<file path="src/rtl/bch_gf_pkg.sv">
// GF(2^4) arithmetic (primitive polynomial x^4+x+1) and shared types for the
// BCH(15,7) t=2 decode controller.
package bch_gf_pkg;

    localparam int unsigned BCH_N = 15;

    typedef enum logic [2:0] {
        IDLE,
        SYND,
        SOLVE,
        CHIEN,
        DONE
    } state_t;

    // alpha^e for e in 0..14 (alpha^15 wraps to 1)
    function automatic logic [3:0] gf_alog(input logic [3:0] e);
        logic [3:0] r;
        case (e)
            4'd0:    r = 4'd1;
            4'd1:    r = 4'd2;
            4'd2:    r = 4'd4;
            4'd3:    r = 4'd8;
            4'd4:    r = 4'd3;
            4'd5:    r = 4'd6;
            4'd6:    r = 4'd12;
            4'd7:    r = 4'd11;
            4'd8:    r = 4'd5;
            4'd9:    r = 4'd10;
            4'd10:   r = 4'd7;
            4'd11:   r = 4'd14;
            4'd12:   r = 4'd15;
            4'd13:   r = 4'd13;
            4'd14:   r = 4'd9;
            default: r = 4'd1;
        endcase
        return r;
    endfunction

    // discrete log of a nonzero element; log(0) is undefined and returns 0
    function automatic logic [3:0] gf_log(input logic [3:0] v);
        logic [3:0] r;
        case (v)
            4'd1:    r = 4'd0;
            4'd2:    r = 4'd1;
            4'd3:    r = 4'd4;
            4'd4:    r = 4'd2;
            4'd5:    r = 4'd8;
            4'd6:    r = 4'd5;
            4'd7:    r = 4'd10;
            4'd8:    r = 4'd3;
            4'd9:    r = 4'd14;
            4'd10:   r = 4'd9;
            4'd11:   r = 4'd7;
            4'd12:   r = 4'd6;
            4'd13:   r = 4'd13;
            4'd14:   r = 4'd11;
            4'd15:   r = 4'd12;
            default: r = 4'd0;
        endcase
        return r;
    endfunction

    // exponent reduction mod 15 for sums of at most three logs (< 45)
    function automatic logic [3:0] gf_mod15(input logic [5:0] e);
        logic [5:0] r;
        if (e >= 6'd30) begin
            r = e - 6'd30;
        end else if (e >= 6'd15) begin
            r = e - 6'd15;
        end else begin
            r = e;
        end
        return r[3:0];
    endfunction

    function automatic logic [3:0] gf_mul(input logic [3:0] a, input logic [3:0] b);
        if (a == 4'd0 || b == 4'd0) begin
            return 4'd0;
        end
        return gf_alog(gf_mod15({2'b00, gf_log(a)} + {2'b00, gf_log(b)}));
    endfunction

    function automatic logic [3:0] gf_inv(input logic [3:0] a);
        logic [3:0] l;
        if (a == 4'd0) begin
            return 4'd0;
        end
        l = gf_log(a);
        return gf_alog((l == 4'd0) ? 4'd0 : 4'd15 - l);
    endfunction

    function automatic logic [3:0] gf_pow3(input logic [3:0] a);
        logic [3:0] l;
        if (a == 4'd0) begin
            return 4'd0;
        end
        l = gf_log(a);
        return gf_alog(gf_mod15({2'b00, l} + {1'b0, l, 1'b0}));
    endfunction

endpackage

</file>
<file path="src/rtl/bch15_chien_step.sv">
// One Chien-search step: evaluates 1 + sigma1*x + sigma2*x^2 at x = alpha^(-idx).
module bch15_chien_step
    import bch_gf_pkg::*;
(
    input  logic [3:0] sigma1,
    input  logic [3:0] sigma2,
    input  logic [3:0] idx,
    output logic       is_root
);

    logic [3:0] neg_e;
    logic [3:0] x1;
    logic [3:0] x2;
    logic [3:0] eval;

    // evaluate the locator polynomial at the inverse of position idx
    always_comb begin
        neg_e   = (idx == 4'd0) ? 4'd0 : 4'd15 - idx;
        x1      = gf_alog(neg_e);
        x2      = gf_alog(gf_mod15({1'b0, neg_e, 1'b0}));
        eval    = 4'd1 ^ gf_mul(sigma1, x1) ^ gf_mul(sigma2, x2);
        is_root = (eval == 4'd0);
    end

endmodule

</file>
<file path="src/rtl/bch15_decode_ctrl.sv">
// Sequencing controller for the BCH(15,7) t=2 decoder: syndrome capture,
// error-locator solve, serial Chien search and result hand-off.
module bch15_decode_ctrl
    import bch_gf_pkg::*;
#(
    parameter int unsigned EARLY_EXIT = 1
) (
    input  logic        clk,
    input  logic        rst,
    input  logic        in_valid,
    output logic        in_ready,
    input  logic [14:0] in_codeword,
    output logic [14:0] syn_codeword,
    input  logic [3:0]  syn_S1,
    input  logic [3:0]  syn_S3,
    output logic        out_valid,
    input  logic        out_ready,
    output logic [14:0] out_data,
    output logic [1:0]  out_err_cnt,
    output logic        out_uncorr
);

    state_t      state_q, state_d;
    logic [14:0] rx_q, rx_d;
    logic [14:0] syn_cw_q, syn_cw_d;
    logic [3:0]  s1_q, s1_d;
    logic [3:0]  s3_q, s3_d;
    logic [3:0]  sigma1_q, sigma1_d;
    logic [3:0]  sigma2_q, sigma2_d;
    logic [1:0]  deg_q, deg_d;
    logic [3:0]  idx_q, idx_d;
    logic [1:0]  root_cnt_q, root_cnt_d;
    logic [14:0] work_q, work_d;
    logic        uncorr_q, uncorr_d;
    logic        in_ready_q, in_ready_d;
    logic        out_valid_q, out_valid_d;
    logic [14:0] out_data_q, out_data_d;
    logic [1:0]  out_err_cnt_q, out_err_cnt_d;
    logic        out_uncorr_q, out_uncorr_d;

    logic        is_root;
    logic [3:0]  s1_cube;
    logic [14:0] work_nx;
    logic [1:0]  root_nx;
    logic        fail_nx;

    bch15_chien_step u_chien (
        .sigma1  (sigma1_q),
        .sigma2  (sigma2_q),
        .idx     (idx_q),
        .is_root (is_root)
    );

    // next-state and registered-output logic for the decode sequence
    always_comb begin
        state_d       = state_q;
        rx_d          = rx_q;
        syn_cw_d      = syn_cw_q;
        s1_d          = s1_q;
        s3_d          = s3_q;
        sigma1_d      = sigma1_q;
        sigma2_d      = sigma2_q;
        deg_d         = deg_q;
        idx_d         = idx_q;
        root_cnt_d    = root_cnt_q;
        work_d        = work_q;
        uncorr_d      = uncorr_q;
        in_ready_d    = in_ready_q;
        out_valid_d   = out_valid_q;
        out_data_d    = out_data_q;
        out_err_cnt_d = out_err_cnt_q;
        out_uncorr_d  = out_uncorr_q;

        s1_cube = gf_pow3(s1_q);
        work_nx = work_q ^ (is_root ? (15'd1 << idx_q) : 15'd0);
        root_nx = (is_root && root_cnt_q != 2'd3) ? root_cnt_q + 2'd1 : root_cnt_q;
        fail_nx = uncorr_q || (root_nx != deg_q);

        case (state_q)
            IDLE: begin
                if (in_valid) begin
                    rx_d       = in_codeword;
                    syn_cw_d   = in_codeword;
                    in_ready_d = 1'b0;
                    state_d    = SYND;
                end
            end

            SYND: begin
                syn_cw_d = rx_q;
                s1_d     = syn_S1;
                s3_d     = syn_S3;
                state_d  = SOLVE;
            end

            SOLVE: begin
                idx_d      = '0;
                root_cnt_d = '0;
                work_d     = rx_q;
                uncorr_d   = 1'b0;
                sigma1_d   = s1_q;
                sigma2_d   = '0;
                if (s1_q == 4'd0 && s3_q == 4'd0) begin
                    deg_d = 2'd0;
                    if (EARLY_EXIT != 0) begin
                        out_data_d    = rx_q;
                        out_err_cnt_d = '0;
                        out_uncorr_d  = 1'b0;
                        out_valid_d   = 1'b1;
                        state_d       = DONE;
                    end else begin
                        state_d = CHIEN;
                    end
                end else if (s1_q == 4'd0) begin
                    // more than two errors: no locator, pass the word through
                    deg_d         = 2'd0;
                    uncorr_d      = 1'b1;
                    out_data_d    = rx_q;
                    out_err_cnt_d = '0;
                    out_uncorr_d  = 1'b1;
                    out_valid_d   = 1'b1;
                    state_d       = DONE;
                end else if (s3_q == s1_cube) begin
                    deg_d   = 2'd1;
                    state_d = CHIEN;
                end else begin
                    deg_d    = 2'd2;
                    sigma2_d = gf_mul(s3_q ^ s1_cube, gf_inv(s1_q));
                    state_d  = CHIEN;
                end
            end

            CHIEN: begin
                work_d     = work_nx;
                root_cnt_d = root_nx;
                idx_d      = idx_q + 4'd1;
                if (idx_q == 4'(BCH_N - 1)) begin
                    // final step result is folded in directly so DONE sees position 14
                    uncorr_d      = fail_nx;
                    out_data_d    = fail_nx ? rx_q : work_nx;
                    out_err_cnt_d = fail_nx ? 2'd0 : root_nx;
                    out_uncorr_d  = fail_nx;
                    out_valid_d   = 1'b1;
                    state_d       = DONE;
                end
            end

            DONE: begin
                if (out_ready) begin
                    out_valid_d = 1'b0;
                    in_ready_d  = 1'b1;
                    state_d     = IDLE;
                end
            end

            default: begin
                state_d     = IDLE;
                in_ready_d  = 1'b1;
                out_valid_d = 1'b0;
            end
        endcase
    end

    // state and datapath registers with asynchronous reset
    always_ff @(posedge clk or posedge rst) begin
        if (rst) begin
            state_q       <= IDLE;
            rx_q          <= '0;
            syn_cw_q      <= '0;
            s1_q          <= '0;
            s3_q          <= '0;
            sigma1_q      <= '0;
            sigma2_q      <= '0;
            deg_q         <= '0;
            idx_q         <= '0;
            root_cnt_q    <= '0;
            work_q        <= '0;
            uncorr_q      <= 1'b0;
            in_ready_q    <= 1'b1;
            out_valid_q   <= 1'b0;
            out_data_q    <= '0;
            out_err_cnt_q <= '0;
            out_uncorr_q  <= 1'b0;
        end else begin
            state_q       <= state_d;
            rx_q          <= rx_d;
            syn_cw_q      <= syn_cw_d;
            s1_q          <= s1_d;
            s3_q          <= s3_d;
            sigma1_q      <= sigma1_d;
            sigma2_q      <= sigma2_d;
            deg_q         <= deg_d;
            idx_q         <= idx_d;
            root_cnt_q    <= root_cnt_d;
            work_q        <= work_d;
            uncorr_q      <= uncorr_d;
            in_ready_q    <= in_ready_d;
            out_valid_q   <= out_valid_d;
            out_data_q    <= out_data_d;
            out_err_cnt_q <= out_err_cnt_d;
            out_uncorr_q  <= out_uncorr_d;
        end
    end

    assign in_ready     = in_ready_q;
    assign syn_codeword = syn_cw_q;
    assign out_valid    = out_valid_q;
    assign out_data     = out_data_q;
    assign out_err_cnt  = out_err_cnt_q;
    assign out_uncorr   = out_uncorr_q;

endmodule

</file>
<file path="config.mk">
export PLATFORM = sky130hd
export DESIGN_NAME = bch15_decode_ctrl
export DESIGN_NICKNAME = d
export VERILOG_FILES = /design/src/rtl/bch_gf_pkg.sv /design/src/rtl/bch15_chien_step.sv /design/src/rtl/bch15_decode_ctrl.sv
export SDC_FILE = /design/constraint.sdc
export NUM_CORES = 1
export LEC_CHECK = 0
export BUFFER_PORTS_ARGS = -buffer_cell sky130_fd_sc_hd__buf_2
export CAP_MARGIN = 20
export CORE_MARGIN = 5
export CORE_UTILIZATION = 35
export CTS_CLUSTER_DIAMETER = 60
export CTS_CLUSTER_SIZE = 10
export DETAILED_ROUTE_END_ITERATION = 7
export PLACE_DENSITY = 0.58
export SLEW_MARGIN = 20
export SYNTH_ARGS = -nofsm -noshare
export SYNTH_HDL_FRONTEND = slang
export SYNTH_HIERARCHICAL = 1
export SYNTH_SLANG_ARGS = --single-unit
</file>
<file path="constraint.sdc">
create_clock -name clk -period 14.9 [get_ports clk]
set_input_delay 3.725 -clock clk [delete_from_list [all_inputs] [get_ports clk]]
set_output_delay 3.725 -clock clk [all_outputs]
set_load 0.005 [all_outputs]
</file>
==> results by stage <==
Routing:
- The first TritonRoute pass finished after 5 iterations.
- For this block, the routed nets add up to approximately 20000 um of wire.
- The routed layout has 7580 vias.
- The average routed wire per standard cell is ~14 um.
- After detailed routing, the number of remaining DRC violations is 0.
- The routed design uses approximately 9000 um of met2 wire.
- Wire segments on met3 add up to 635 um in the final route.
- The uppermost layer routed is met4.
- Using the TritonRoute via totals, the vias-per-cell ratio works out to 5.27.
- The detailed router's first-iteration violation count is 472.
- After detailed routing, the wire length on met1 is around 11000 um.
- The number of nets still failing antenna checks after routing is 0.

Logic synthesis:
- After synthesis, the mean cell area works out to 8.40 sq um.
- The synthesized netlist devotes roughly 4.7% of its cell area to XOR and XNOR gates.
- The cell count after synthesis is 1075.
- The synthesized netlist devotes 14.2% of its cell area to adder and majority cells.
- The number of different library cells in the post-synthesis netlist is 103.
- The simple logic cell fraction of the synthesized area is 19.2%.
- The share of synthesized area spent on multiplexers is 7.69%.
- The register bit total from synthesis is 93.
- For this run, the number of Yosys warnings is 6.
- The sequential element share of the synthesized area is 25.8%.
- Among all flip-flop cells after synthesis, the most frequent one is sky130_fd_sc_hd__dfrtp_1.
- The synthesized netlist occupies a cell area of between 9000 and 10000 sq um.
- The compound-gate portion of the synthesized area is roughly 23%.
- Synthesis produced a netlist with a net count of about 1200.
- The proportion of synthesized flip-flops having asynchronous set or reset is between 90% and 100%.
- The count of flip-flops with a built-in enable after synthesis is 0.
- After synthesis, the largest family of logic cells by area is compound AO/OA/AOI/OAI gates.

Timing:
- For the pin with the worst max-slew slack, the measured transition is 0.970 ns.
- The final critical path takes up 61.8% of the cycle.
- The worst pin sits at a relative slew slack of 35.1%.
- Setup violations remaining at the end of the flow were counted as 0.
- The worst path in the final design needs a cycle of 9.21 ns, including I/O delays and setup.
- The setup total negative slack is 0 ns.
- Between clock sinks in the finished design, the worst skew comes to 0.0101 ns.
- The achievable clock frequency is 109 MHz.
- Setup repair after global routing left no endpoint under its margin.
- The final max-slew violation count is 0.
- The number of hold violations in the final report is 0.

Worst setup path:
- The reg-to-reg startpoint is s1_q[0].
- The largest single stage delay on the critical path is 0.63 ns.
- STA classifies the critical path startpoint as a flip-flop.
- The worst-path maximum fanout is 13.
- At the worst endpoint, the arrival time is 9.46 ns.
- For the worst setup path, the data required time is 15.15 ns.
- The slowest stage of the critical path is the sky130_fd_sc_hd__fa_1 cell.
- The most numerous cell type found on the critical path is sky130_fd_sc_hd__ha_1.
- The worst-case register-to-register setup slack is 5.69 ns.
- The critical setup path kind is flip-flop to flip-flop.
- The destination of the worst register-to-register timing path is sigma2_q[3].
- The worst register-to-register path has a depth of 34.
- The endpoint class of the critical path is a flip-flop.

Die:
- The area of the core region is 25300 sq um.
- For this configuration, the core starts out at a cell density of 35.7%.
- After floorplanning, the core was divided into 58 placement rows.
- The die span in y is 171 um.
- The number of I/O pins is slightly above 60.
- The overall die area is 29100 sq um.
- From left edge to right edge, the die measures 171 um.

Place:
- Once detailed placement completed, the half-perimeter wirelength came to 15400 um.
- The last weighted congestion value of the routability-driven placer is between 0.7 and 0.8.
- The number of buffers added on ports is 61.

Global route:
- The total overflow reported by the global router is 0.
- The initial antenna violation count is 0.
- The first global-routing pass estimated 35000 um of wire.
- The largest net degree at the start of global routing is 57.
- The via count of the first global-routing pass came to 7114.
- The overall global routing resource usage is 14.1%.

Clock tree:
- The tree built by TritonCTS fans out to 93 sinks.
- The maximum clock path buffer count is 2.
- TritonCTS built the clock tree.
- The number of post-CTS setup repair buffers is 0.
- The clock input transition at the sequential cells of the worst setup and hold paths is 0.07 ns.
- The tree is rooted in a sky130_fd_sc_hd__clkbuf_16.
- In this run, CTS created clock tree buffers numbering 9.
- The number of hold-repair buffers added at the cts stage is 0.
- The number of levels in the clock H-tree is 3.
- Gates resized during post-CTS repair numbered 0.
- The clock latency of the later-clocked register in the worst-skew pair is 0.34 ns.

Worst hold path:
- The source of the worst hold timing path is syn_codeword[8].
- The number of stages on the worst hold path is 2.
- In this run the worst hold path is classified as flip-flop to flip-flop.
- The endpoint with the worst hold slack is syn_codeword[8].

Flow run:
- The tool flagged a number of max-cap violations equal to 0.

Status:
- The run finished with clean final reports.

Layout:
- From synthesis to final layout, the design area changed by 9.23%.
- The final-stage net count is 1229.
- The fraction of final layout cells with drive strength greater than 1 is 15.4%.
- The count of inserted antenna diode cells is 0.
-- metrics by stage --
step	std cells	cell area (sq um)	hold WS (ns)	utilization, %	worst slack, ns
detailed placement	1421	9570	0.450	37.9	5.73
floorplan	1075	9020	0.447	-	6.93
global placement	1421	9570	0.449	37.9	5.88
CTS	1437	9860	0.467	39.0	5.72
finish	1437	9860	0.464	39.0	5.69
global route	1437	9860	0.494	39.0	4.77
-- cell usage after synthesis (all sizes together), types with 5 or more instances --
cell      n  area [sq um]
o211ai    9          67.6
a211oi   17           148
o31ai     9          81.3
nand2b   11          68.8
o21ai   104           524
and2      9          58.8
nand4     7          50.1
dfrtp    92          2300
nor2b    12          75.1
nor2     58           228
a21boi    6          45.1
nand3    23           115
mux2     31           353
xor2     24           233
o21a      6          46.3
clkbuf   39           146
buf      12          87.6
a31oi     8          50.1
ha       96          1200
a21oi    60           319
a21o     12          90.1
inv      59           226
nand2   169           644
and3      6          37.5
mux2i    28           297
a22o      6          52.6
or3       5          36.3
o22ai    15           100
nor3     18           101
a22oi    19           143
nand3b    5          37.5
xnor2    19           189
o22a      5          43.8
nor4      8          62.6
-- per-layer routing --
metal | GRT usage (%) | vias to the layer above
li1 | - | 3902
met3 | 1.94 | 14
met5 | 0 | -
met1 | 20.8 | 3534
met2 | 22.0 | 130
met4 | 2.81 | 0
-- cells in the final DEF (no fill, tap or decap), types with 12 or more instances in the layout --
master,instances
sky130_fd_sc_hd__nor3_1,16
sky130_fd_sc_hd__mux2i_1,26
sky130_fd_sc_hd__buf_2,61
sky130_fd_sc_hd__a211oi_1,13
sky130_fd_sc_hd__ha_1,96
sky130_fd_sc_hd__a21o_1,12
sky130_fd_sc_hd__xnor2_1,16
sky130_fd_sc_hd__mux2_2,30
sky130_fd_sc_hd__xor2_1,21
sky130_fd_sc_hd__nor2b_1,12
sky130_fd_sc_hd__o22ai_1,14
sky130_fd_sc_hd__a21oi_1,57
sky130_fd_sc_hd__a22oi_1,19
sky130_fd_sc_hd__nand2_1,166
sky130_fd_sc_hd__nand3_1,23
sky130_fd_sc_hd__inv_1,55
sky130_fd_sc_hd__o21ai_0,102
sky130_fd_sc_hd__dfrtp_1,92
sky130_fd_sc_hd__nor2_1,56
-- how the worst max path moves through the flow --
stage                 start          end  cells past startpoint
floorplan           s1_q[0]  sigma2_q[3]                     35
global placement    s1_q[0]  sigma2_q[3]                     35
detailed placement  s1_q[0]  sigma2_q[3]                     34
CTS                 s1_q[0]  sigma2_q[3]                     34
global route        s1_q[0]  sigma2_q[3]                     34
finish              s1_q[0]  sigma2_q[3]                     34
-- layout make-up --
cell class	instances	area [sq um]
Clock inverter	7	56.3
Fill cell	2552	15400
Timing Repair Buffer	67	350
Sequential cell	93	2330
Multi-Input combinational cell	871	6250
Clock buffer	9	225
Inverter	60	238
Tap cell	330	413
-- critical path: cells and delay by family, from the launching register on --
kind | cells | cell delay [ns]
flops | 1 | 0.42
fa+ha+maj | 10 | 3.46
buf+inv | 5 | 0.80
xor+xnor | 4 | 1.47
mux | 1 | 0.44
compound gates | 10 | 1.97
simple gates | 4 | 0.56
-- sequential cells by signal (all words and copies together), names as in the netlist --
| register | flops |
|---|---|
| state_q | 3 |
| s1_q | 4 |
| sigma2_q | 4 |
| root_cnt_q | 2 |
| idx_q | 4 |
| out_err_cnt | 2 |
| deg_q | 2 |
| work_q | 15 |
| out_data | 15 |
| syn_codeword | 15 |
| sigma1_q | 4 |
| rx_q | 15 |
| out_uncorr | 1 |
| out_valid | 1 |
| s3_q | 4 |
| in_ready | 1 |
| uncorr_q | 1 |
-- logic make-up after synthesis --
family	count (synthesis)
buf+inv	111
mux	61
xor+xnor	43
flops	93
fa+ha+maj	100
simple gates	354
compound gates	313
Power is left out: the tool's default activity adds up to more than one toggle a clock period on the data nets, which glitch-free logic cannot reach.
